`src/rtl/reg_pkg.sv`:
```
// Shared definitions for the register file write-back port: forward-select codes,
// write-back FSM state encoding and default widths.
package reg_pkg;

    localparam int REG_DATA_WIDTH_DEF    = 16;
    localparam int REG_NUM_WIDTH_DEF     = 4;
    localparam int REG_FORWARD_WIDTH_DEF = 2;
    localparam int NUM_REGISTERS_DEF     = 16;

    localparam logic [1:0] REG_FORWARD_REG_FILE = 2'b00;
    localparam logic [1:0] REG_FORWARD_WB       = 2'b01;
    localparam logic [1:0] REG_FORWARD_R0       = 2'b10;

    typedef enum logic [1:0] {
        S_IDLE = 2'b00,
        S_WB   = 2'b01,
        S_R0   = 2'b10
    } wb_state_t;

endpackage

```
`src/rtl/reg_fwd_sel.sv`:
```
// Forward-select compare for one read port: picks file, WB register or pending R0 half.
// Purely combinational, zero latency; no backpressure.
module reg_fwd_sel
    import reg_pkg::*;
#(
    parameter int REG_NUM_WIDTH     = REG_NUM_WIDTH_DEF,
    parameter int REG_FORWARD_WIDTH = REG_FORWARD_WIDTH_DEF
) (
    input  logic [1:0]                   state,
    input  logic [REG_NUM_WIDTH-1:0]     rn,
    input  logic [REG_NUM_WIDTH-1:0]     wb_rn,
    output logic [REG_FORWARD_WIDTH-1:0] reg_forward
);

    always_comb begin
        reg_forward = REG_FORWARD_WIDTH'(REG_FORWARD_REG_FILE);
        if (state == S_R0 && rn == '0) begin
            reg_forward = REG_FORWARD_WIDTH'(REG_FORWARD_R0);
        end else if (state == S_WB && rn == wb_rn) begin
            reg_forward = REG_FORWARD_WIDTH'(REG_FORWARD_WB);
        end
    end

endmodule

```
`src/rtl/reg_wb_port.sv`:
```
// Register file write-back port: stages results, splits doubles into rd then R0 writes.
// Latency: write strobe one cycle after accept; in_ready drops for one cycle per double.
// Optional REG_WB_PERF_EN adds a saturating write counter output wb_count.
module reg_wb_port
    import reg_pkg::*;
#(
    parameter int REG_DATA_WIDTH    = REG_DATA_WIDTH_DEF,
    parameter int REG_NUM_WIDTH     = REG_NUM_WIDTH_DEF,
    parameter int REG_FORWARD_WIDTH = REG_FORWARD_WIDTH_DEF,
    parameter int NUM_REGISTERS     = NUM_REGISTERS_DEF
) (
    input  logic                         clk,
    input  logic                         rst,
    input  logic                         in_valid,
    output logic                         in_ready,
    input  logic [REG_NUM_WIDTH-1:0]     in_rn,
    input  logic [REG_DATA_WIDTH-1:0]    in_data,
    input  logic [REG_DATA_WIDTH-1:0]    in_data_hi,
    input  logic                         in_dbl,
    output logic                         wr_en,
    output logic [REG_NUM_WIDTH-1:0]     wr_rn,
    output logic [REG_DATA_WIDTH-1:0]    wr_data,
    input  logic [REG_NUM_WIDTH-1:0]     rn_a,
    input  logic [REG_NUM_WIDTH-1:0]     rn_b,
    output logic [REG_FORWARD_WIDTH-1:0] reg_forward_a,
    output logic [REG_FORWARD_WIDTH-1:0] reg_forward_b,
    output logic [REG_DATA_WIDTH-1:0]    wrd,
    output logic [REG_DATA_WIDTH-1:0]    r0d,
    output logic                         exception
`ifdef REG_WB_PERF_EN
    ,
    output logic [15:0]                  wb_count
`endif
);

    wb_state_t                  state_q, state_d;
    logic [REG_NUM_WIDTH-1:0]   wb_rn;
    logic [REG_DATA_WIDTH-1:0]  wb_hi;
    logic                       wb_dbl;
    logic                       accept;
    logic                       legal;

    // The R0 half of a double must follow its low half, so no accept in between.
    assign in_ready = rst && !(state_q == S_WB && wb_dbl);
    assign accept   = in_valid && in_ready;
    assign legal    = (32'(in_rn) < NUM_REGISTERS);
    assign wrd      = wr_data;

    always_comb begin
        state_d = S_IDLE;
        case (state_q)
            S_WB: begin
                if (wb_dbl) begin
                    state_d = S_R0;
                end else if (accept && legal) begin
                    state_d = S_WB;
                end
            end
            default: begin
                if (accept && legal) begin
                    state_d = S_WB;
                end
            end
        endcase
    end

    always_ff @(posedge clk or negedge rst) begin
        if (!rst) begin
            state_q   <= S_IDLE;
            wb_rn     <= '0;
            wb_hi     <= '0;
            wb_dbl    <= 1'b0;
            wr_en     <= 1'b0;
            wr_rn     <= '0;
            wr_data   <= '0;
            r0d       <= '0;
            exception <= 1'b0;
        end else begin
            state_q   <= state_d;
            wr_en     <= (state_d != S_IDLE);
            exception <= accept && !legal;
            case (state_d)
                S_WB: begin
                    wb_rn   <= in_rn;
                    wb_hi   <= in_data_hi;
                    wb_dbl  <= in_dbl;
                    wr_rn   <= in_rn;
                    wr_data <= in_data;
                end
                S_R0: begin
                    wb_dbl  <= 1'b0;
                    wr_rn   <= '0;
                    wr_data <= wb_hi;
                    r0d     <= wb_hi;
                end
                default: begin
                    wb_dbl  <= 1'b0;
                end
            endcase
        end
    end

    reg_fwd_sel #(
        .REG_NUM_WIDTH    (REG_NUM_WIDTH),
        .REG_FORWARD_WIDTH(REG_FORWARD_WIDTH)
    ) u_fwd_a (
        .state      (state_q),
        .rn         (rn_a),
        .wb_rn      (wb_rn),
        .reg_forward(reg_forward_a)
    );

    reg_fwd_sel #(
        .REG_NUM_WIDTH    (REG_NUM_WIDTH),
        .REG_FORWARD_WIDTH(REG_FORWARD_WIDTH)
    ) u_fwd_b (
        .state      (state_q),
        .rn         (rn_b),
        .wb_rn      (wb_rn),
        .reg_forward(reg_forward_b)
    );

`ifdef REG_WB_PERF_EN
    always_ff @(posedge clk or negedge rst) begin
        if (!rst) begin
            wb_count <= '0;
        end else if (wr_en && wb_count != 16'hFFFF) begin
            wb_count <= wb_count + 16'd1;
        end
    end
`endif

endmodule
```
`config.mk`:
```
export PLATFORM = sky130hd
export DESIGN_NAME = reg_wb_port
export DESIGN_NICKNAME = d
export VERILOG_FILES = /design/src/rtl/reg_pkg.sv /design/src/rtl/reg_fwd_sel.sv /design/src/rtl/reg_wb_port.sv
export SDC_FILE = /design/constraint.sdc
export NUM_CORES = 1
export LEC_CHECK = 0
export CAP_MARGIN = 20
export CORE_UTILIZATION = 47
export DETAILED_ROUTE_END_ITERATION = 6
export GPL_TIMING_DRIVEN = 0
export PLACE_DENSITY = 0.88
export RECOVER_POWER = 100
export SLEW_MARGIN = 15
export SYNTH_ARGS = -nofsm -noshare
export SYNTH_HDL_FRONTEND = slang
export SYNTH_SLANG_ARGS = --single-unit
export TNS_END_PERCENT = 5
```
`constraint.sdc`:
```
create_clock -name clk -period 2.6 [get_ports clk]
set_clock_uncertainty 0.2 [all_clocks]
set_input_delay 0.78 -clock clk [delete_from_list [all_inputs] [get_ports clk]]
set_output_delay 0.78 -clock clk [all_outputs]
set_load 0.01 [all_outputs]
```
==> run metrics <==
status complete, but fails checks; failing checks DRC, capacitance limit, slew limit; number of synthesized flops with an enable pin 0; clock latency on the worst-skew pair 0.32 ns; Critical-path top delay cell or4_4; max_cap viols 1; Mapped Cells approximately 220; r2r startpoint state_q[0]; CP Buf/Inv Count 2; RSZ-0062 raised after global routing yes; critical path, cell by cell buf_6 > or4_4 > nor2_1 > buf_2; vias per cell ~5; DP HPWL 4.427 mm; worst slew pin tran 1.768 ns; worst r2r path cells 6; Final nets between 300 and 400; CTS tree yes; Area growth syn-to-layout 47.47%; Final Power between 2 and 3 mW; ant diodes 0; reg-to-reg endpoint wb_hi[12]; Critical Path Source rn_a[2]; Tcrit/Tclk final 0.9970; syn nets between 200 and 300; GP Congestion between 0.7 and 0.8; cell area after layout 3945 sq um; grt met1 use 0.2862; crit end category output pin; core region area roughly 5500 sq um; Worst path top cell family by delay simple AND/OR/NAND/NOR gates; GRT overflow 0; Finished Core Util 0.7164; first-pass GRT wire length 10.71 mm; Die Area roughly 6000 sq um; gr usage total 0.2384; static leakage approximately 1.9 nW; clk buf depth 2; synth top area cells dfrtp_1, mux2_4, nand2_1; largest net degree at the start of global routing 34; relative slew slack -0.1786; clk root buf clkbuf_8; CP arrival roughly 1.6 ns; register-to-register setup slack 0.31 ns; total CTS buffers 9; Pins Over Slew Limit 34; Final Hold Slack around 0.061 ns; sequential share of the synthesized area 0.5613; count leader, synth dfrtp_1; clk slew on worst S/H paths 0.06 ns; Yosys top cell by area dfrtp_1; layout cell share with drive strength beyond 1 0.1936; Avg Inst Size Synth between 10 and 15 sq um; min cycle time layout about 2.6 ns; Post-route DRC 1; Synth Cell Area 2675 sq um; Worst setup SP type input pin; M2 GR Usage 0.3894; Vias ~2100; Max Fclk around 0.39 GHz; starting density of the core 0.4858; Fillers just under 400; CP max FO 2; commonest cells in the netlist dfrtp_1, nand2_1, buf_4, mux2_4; Routed WL about 6.5 mm; Hold WC Path Type in2async; WP data required 1.62 ns; Unique masters post-synth 26; clock sink total 60; PwrDens 668.4 nW/um^2; Die W between 70 and 80 um; placed instance area between 3000 and 4000 sq um; Main synth FF type dfrtp_1; Setup CP Type in2out; async set-reset flop share out of synthesis 1.000; Final setup viols 0; Hold Fails Final Rpt 0; antenna violations before repair 0; grt peak-use layer met2; ANT nets after route 0; Peak VDD IR around 420 uV; Yosys reg bits 60; top-area cell type share of the netlist area 0.5613; M3 GR Usage 0.04235; DRT iter0 DRCs between 100 and 150; DR WL/cell around 15 um; Die Ht about 77 um; IO Pins 107; H-Tree Depth 3; synth warn 0; # port buffers 105; Worst path max stage delay around 0.52 ns; # rows 27; Initial DRT Pass Iterations 7; number of global-route vias before repair approximately 2200
[flip-flops by register name, indices dropped and copies added, names as in the netlist]
name	cells
r0d	16
state_q	2
wb_dbl	1
wb_hi	16
wb_rn	4
wr_data	16
wr_en	1
wr_rn	4
[kinds of logic (layout without fill, tap and decap cells)]
logic type	after synthesis	in the layout	share of synthesized area
simple gates	72	72	0.1249
flops	60	60	0.5613
mux	36	36	0.1693
buf+inv	27	149	0.07951
compound gates	20	20	0.03742
xor+xnor	8	8	0.02619
other cells	1	1	0.001402
[metal layers]
metal | up-vias | routed length, um | share of wire
met4 | 0 | 292 | 0.045
met3 | 26 | 264 | 0.041
met5 | - | 0 | 0
met2 | 83 | 3352 | 0.52
li1 | 969 | - | -
met1 | 1018 | 2564 | 0.40
[layout make-up]
type,instances,area (sq um),area share
multi-input combinational,137,948.4,0.2404
inverter,1,3.754,0.0009515
buffer,26,195.2,0.04948
sequential,60,1501,0.3806
clock inverter,3,15.01,0.003806
timing repair buffer,108,1050,0.2661
clock buffer,11,141.4,0.03584
tap,72,90.09,0.02284
[where the power goes]
part | internal, mW | total, mW | leakage (nW) | switching, mW
Clock | 0.356 | 0.677 | 0.0848 | 0.321
Combinational | 0.461 | 0.758 | 1.13 | 0.297
Sequential | 1.10 | 1.20 | 0.730 | 0.104
[layout by cell type, fill, tap and decap left out, types with 4 or more instances in the layout]
master / count
o21ai_0: 16
mux2_4: 18
mux2i_1: 16
nand2_1: 53
dlygate4sd3_1: 53
clkdlybuf4s50_1: 38
clkbuf_8: 10
a21oi_1: 4
xnor2_1: 6
dfrtp_1: 60
clkbuf_1: 10
buf_4: 18
buf_2: 6
nand3_1: 6
[how the worst max path moves through the flow]
stage / end / slack, ns / depth (start not counted)
global route: reg_forward_b[1] / -0.03 / 4
detailed placement: reg_forward_a[1] / -0.78 / 4
CTS: reg_forward_a[1] / -0.01 / 4
finish: reg_forward_a[1] / 0.008 / 4
floorplan: reg_forward_a[1] / 0.16 / 2
global placement: in_ready / -2.48 / 3
[stage by stage]
step | instances | TNS [ns] | setup slack (ns)
finish | 418 | 0 | 0.007771
floorplan | 224 | 0 | 0.1593
CTS | 417 | -0.01219 | -0.01106
global route | 418 | -0.04685 | -0.02671
global placement | 401 | -178.36 | -2.478
detailed placement | 401 | -5.268 | -0.7819
[what timing repair did]
action | CTS | global route
setup buffers | 0 | 1
gates cloned | 2 | 0
endpoints found under the setup margin | 5 | 3
gates resized for setup | 52 | 1
hold buffers | 0 | 0
pin swaps | 4 | 3
(Power assumes the default switching activity.)
